`src/rtl/fp_pkg.sv`:
```
// Shared widths, constants and FSM encoding for the float packer.
// Latency: n/a (declarations only).
// Backpressure: n/a.
package fp_pkg;
    localparam int MANT_W = 24;
    localparam int EXP_W  = 8;
    localparam int FP_W   = 32;
    localparam logic [EXP_W-1:0] EXP_MAX = 8'hFF;

    typedef enum logic [1:0] {
        IDLE = 2'd0,
        NORM = 2'd1,
        DONE = 2'd2
    } state_t;
endpackage

```
`src/rtl/fp_pack_lzc24.sv`:
```
// Leading-zero count of a 24-bit mantissa; all-zero input yields 24.
// Latency: combinational.
// Backpressure: n/a.
module lzc24
    import fp_pkg::*;
(
    input  logic [MANT_W-1:0] din,
    output logic [4:0]        cnt
);
    // Scanning upward lets the highest set bit win.
    always_comb begin
        cnt = 5'd24;
        for (int i = 0; i < MANT_W; i++) begin
            if (din[i]) cnt = 5'(MANT_W - 1 - i);
        end
    end
endmodule

```
`src/rtl/fp_pack.sv`:
```
// Normalizes a {sign, biased exp, 24-bit mantissa} tuple and packs it as IEEE-754 single.
// Latency: 2+k edges (k left shifts), or always 2 with FP_PACK_FAST_NORM_EN defined.
// Backpressure: one tuple in flight; result held in DONE until OUT_READY.
module fp_pack
    import fp_pkg::*;
(
    input  logic              CLK,
    input  logic              RST,
    input  logic [MANT_W-1:0] ZN,
    input  logic [EXP_W-1:0]  ZEN,
    input  logic              ZS,
    input  logic              IN_VALID,
    output logic              IN_READY,
    output logic [FP_W-1:0]   FP,
    output logic              OUT_VALID,
    input  logic              OUT_READY
);
    state_t            state, state_n;
    logic [MANT_W-1:0] m, m_n;
    logic [EXP_W-1:0]  e, e_n;
    logic              s, s_n;
    logic [FP_W-1:0]   fp_q, fp_n;

`ifdef FP_PACK_FAST_NORM_EN
    logic [4:0]        lz;
    logic [EXP_W-1:0]  shamt;
    logic [EXP_W-1:0]  e_fin;
    logic [MANT_W-1:0] m_sh;

    lzc24 u_lzc (
        .din (m),
        .cnt (lz)
    );

    // Never shift the exponent below 1; leftover leading zeros become a subnormal.
    always_comb begin
        shamt = ({3'b000, lz} < (e - 8'd1)) ? {3'b000, lz} : (e - 8'd1);
        m_sh  = m << shamt;
        e_fin = e - shamt;
    end
`endif

    always_comb begin
        state_n = state;
        m_n     = m;
        e_n     = e;
        s_n     = s;
        fp_n    = fp_q;
        case (state)
            IDLE: begin
                if (IN_VALID) begin
                    m_n     = ZN;
                    e_n     = ZEN;
                    s_n     = ZS;
                    state_n = NORM;
                end
            end
            NORM: begin
                if (m == '0) begin
                    fp_n    = {s, 31'b0};
                    state_n = DONE;
                end else if (e == EXP_MAX) begin
                    fp_n    = {s, EXP_MAX, m[MANT_W-2:0]};
                    state_n = DONE;
                end else if (e == '0) begin
                    fp_n    = {s, 8'h00, m[MANT_W-2:0]};
                    state_n = DONE;
                end else begin
`ifdef FP_PACK_FAST_NORM_EN
                    if (m_sh[MANT_W-1]) fp_n = {s, e_fin, m_sh[MANT_W-2:0]};
                    else                fp_n = {s, 8'h00, m_sh[MANT_W-2:0]};
                    m_n     = m_sh;
                    e_n     = e_fin;
                    state_n = DONE;
`else
                    if (!m[MANT_W-1] && (e > 8'd1)) begin
                        m_n = {m[MANT_W-2:0], 1'b0};
                        e_n = e - 8'd1;
                    end else if (m[MANT_W-1]) begin
                        fp_n    = {s, e, m[MANT_W-2:0]};
                        state_n = DONE;
                    end else begin
                        fp_n    = {s, 8'h00, m[MANT_W-2:0]};
                        state_n = DONE;
                    end
`endif
                end
            end
            DONE: begin
                if (OUT_READY) state_n = IDLE;
            end
            default: state_n = IDLE;
        endcase
    end

    always_ff @(posedge CLK) begin
        if (RST) begin
            state <= IDLE;
            m     <= '0;
            e     <= '0;
            s     <= 1'b0;
            fp_q  <= '0;
        end else begin
            state <= state_n;
            m     <= m_n;
            e     <= e_n;
            s     <= s_n;
            fp_q  <= fp_n;
        end
    end

    assign IN_READY  = (state == IDLE);
    assign OUT_VALID = (state == DONE);
    assign FP        = fp_q;
endmodule

```
`config.mk`:
```
export PLATFORM = sky130hd
export DESIGN_NAME = fp_pack
export DESIGN_NICKNAME = d
export VERILOG_FILES = /design/src/rtl/fp_pkg.sv /design/src/rtl/fp_pack_lzc24.sv /design/src/rtl/fp_pack.sv
export SDC_FILE = /design/constraint.sdc
export NUM_CORES = 1
export LEC_CHECK = 0
export CAP_MARGIN = 20
export CORE_MARGIN = 4
export CORE_UTILIZATION = 48
export CTS_BUF_LIST = sky130_fd_sc_hd__clkbuf_4 sky130_fd_sc_hd__clkbuf_8
export CTS_CLUSTER_DIAMETER = 200
export CTS_CLUSTER_SIZE = 25
export DETAILED_ROUTE_END_ITERATION = 12
export GPL_ROUTABILITY_DRIVEN = 0
export GPL_TIMING_DRIVEN = 0
export PLACE_DENSITY = 0.87
export SYNTH_ARGS = -nofsm -noshare
export SYNTH_HDL_FRONTEND = slang
export SYNTH_SLANG_ARGS = --single-unit
```
`constraint.sdc`:
```
create_clock -name CLK -period 2.76 [get_ports CLK]
set_clock_uncertainty 0.1 [all_clocks]
set_input_delay 0.414 -clock CLK [delete_from_list [all_inputs] [get_ports CLK]]
set_output_delay 0.414 -clock CLK [all_outputs]
set_load 0.005 [all_outputs]
```
==> results_dict.tcl <==
set metrics [dict create \
    outcome "finished, final reports clean" \
    die_h_um 85.30 \
    numCtsBuffers 9 \
    syn_inst 326 \
    worstSkewPairLatency_ns 0.36 \
    finalWirelength_um 8118 \
    hold_class "flop to flop" \
    start_util 0.5083 \
    cp_slowest_cell "or3_1" \
    antenna_found_initial 0 \
    grt_overflow_total 0 \
    cts-htree-levels 3 \
    critPathLaunchType "flop" \
    ys_top_cells_by_area "dfxtp_1 (47%), nand2_1 (8.5%), a311oi_1 (7.0%)" \
    drtIter0Drc 191 \
    syn_avg_cell_area_um2 8.797 \
    synth_edf_count 0 \
    cp_cell_sequence "inv_1 > ha_1 > or3_1 > a211oi_4 > a31o_1 > buf_6 > buf_4 > nor2_1 > a311oi_1" \
    synth.distinct_cells 43 \
    clockRootBuffer "clkbuf_8" \
    worstMarginPinSlew_ns 0.5312 \
    coreArea_um2 5642 \
    clockBufferDepth 2 \
    grt_setup_unrepaired "false" \
    synth_area_um2 2868 \
    peakVddDrop_mv 0.3903 \
    drive_gt1_frac 0.08981 \
    max_stage_delay_ns 0.42 \
    first_pass_iters 5 \
    syn_to_final_growth_pct 35.03 \
    total_power_mw 2.979 \
    crit_fanout 10 \
    drv_cap 0 \
    power_leakage_nw 1.447 \
    cp.arrival_ns 2.82 \
    fmax_ghz 0.3758 \
    path_clk_slew_ns 0.08 \
    cp-end-kind "flop" \
    worstPathRequired_ns 2.92 \
    via_per_inst 5.839 \
    io_buffers 70 \
    grt_start_max_net_pins 13 \
    synth_nets 367 \
    dp_slack_ns -0.02360 \
    drc 0 \
    via_count 2826 \
    synthArstFlopShare 0 \
    cts_tree "yes" \
    diodes 0 \
    grt_pass1_wl_um 13330 \
    synth-seq-cells 67 \
    final_cell_mix "clkdlybuf4s50_1 (70), dfxtp_1 (66), nand2_1 (65)" \
    track_usage 0.2286 \
    synth_ff_type "dfxtp_1" \
    synth_warnings 0 \
    power_density_nw_per_um2 769.3 \
    fill_cells 437 \
    final_max_slew_viol_count 0 \
    layout_commonest_cell "clkdlybuf4s50_1" \
    hold_viol_final 0 \
    synth_top_area_share 0.4677 \
    ant_nets 0 \
    worstSetupPathType "flop to flop" \
    fin_crit_sh 0.9641 \
    nNetsFinal 448 \
    hold_ws_ns 0.3572 \
    io_pins 71 \
    std_cell_rows 27 \
    slew_headroom 0.6459 \
    grt_pass1_vias 2748 \
    die_width_um 85.30 \
    wl_per_cell_um 16.77 \
    period_minus_slack_ns 2.661 \
    ys_seq_area_frac 0.4677 \
    hpwl_um 5773 \
    synth_area_leader_cell "dfxtp_1" \
    die-area_um2 7275 \
    setup_slack_ns 0.09907 \
    cts_sinks 67 \
    setup_viol 0 \
]
==> sequential cells by signal, summed over array words and instances (netlist names) <==
| name | flops |
|---|---|
| m | 24 |
| FP | 32 |
| e | 8 |
| s | 1 |
| state | 2 |
==> final timing paths <==
kind / start / endpoint / slack, ns / cells after the start
setup reg to reg: e[1]$_SDFFE_PP0P_ / m[5]$_SDFFE_PP0P_ / 0.1 / 9
setup / recovery: e[1]$_SDFFE_PP0P_ / m[5]$_SDFFE_PP0P_ / 0.1 / 9
hold / removal: FP[27]$_SDFFE_PP0P_ / FP[27]$_SDFFE_PP0P_ / 0.36 / 2
hold reg to reg: FP[27]$_SDFFE_PP0P_ / FP[27]$_SDFFE_PP0P_ / 0.36 / 2
==> power by group <==
part           switching (mW)  internal (mW)  leakage [nW]
sequential              0.171           1.11         0.548
combinational           0.482          0.393         0.806
clock                   0.398          0.426        0.0919
total                    1.05           1.93          1.45
==> worst max-delay path: cells and delay by family, from the launching register on <==
family	cells	cell delay, ns
AO/OA/AOI/OAI	3	0.85
AND/OR/NAND/NOR	2	0.49
buffers and inverters	3	0.46
flip-flops	1	0.41
adder cells (fa/ha/maj)	1	0.24
==> layer usage <==
layer	global-route usage	vias up	wire length, µm
met5	0	-	0
met4	0.1094	0	178
met3	0.06117	23	701
met2	0.3588	143	3884
met1	0.2904	1318	3354
li1	-	1342	-
==> timing repair <==
| action | 4_1_cts | 5_1_grt |
|---|---|---|
| pin swaps | 0 | 2 |
| resized for setup | 2 | 2 |
| setup endpoints to repair | 5 | 40 |
| hold buffers | 0 | 0 |
| hold endpoints to repair | 0 | 0 |
| setup buffers | 0 | 0 |
==> synth_stat cells, types with 3 or more instances <==
master / n
buf_6: 3
nor4_1: 6
clkbuf_1: 11
mux2i_1: 4
nand2b_1: 3
nand3_1: 6
o21ai_0: 4
a21oi_1: 15
a22o_1: 22
dfxtp_1: 67
or3_1: 6
buf_2: 7
a311oi_1: 23
o31ai_1: 3
nand2_1: 65
nor2_1: 41
ha_1: 4
a22oi_1: 3
==> cells by family (layout without fill, tap and decap cells) <==
group,after synthesis,in the layout,share of synthesized area
DFF,67,67,0.4677
buffers and inverters,26,112,0.04625
xor gates and xnor gates,1,1,0.003055
and+or+nand+nor,140,140,0.2208
muxes,5,5,0.01789
AOI/OAI and AO/OA,83,83,0.2269
adders and majority gates,4,4,0.01745
==> per-stage QoR <==
step	instance area, µm²	cells	utilization	TNS [ns]
6_report	3872	484	0.6864	0
3_3_place_gp	3659	468	0.6485	0
2_1_floorplan	2868	326	-	0
5_1_grt	3872	484	0.6864	0
3_5_place_dp	3659	468	0.6485	-0.04191
4_1_cts	3865	484	0.6851	0
==> cell type report <==
type                            instances  area, µm²  share of cell area
Buffer                                 24      126.4             0.03263
Clock buffer                           10      131.4             0.03393
Clock inverter                          6      66.31             0.01712
Inverter                                2      7.507            0.001939
Multi-Input combinational cell        233       1408              0.3635
Sequential cell                        67       1343              0.3467
Tap cell                               72      90.09             0.02326
Timing Repair Buffer                   70      700.7              0.1809
Power figures use the tool's default switching activity.
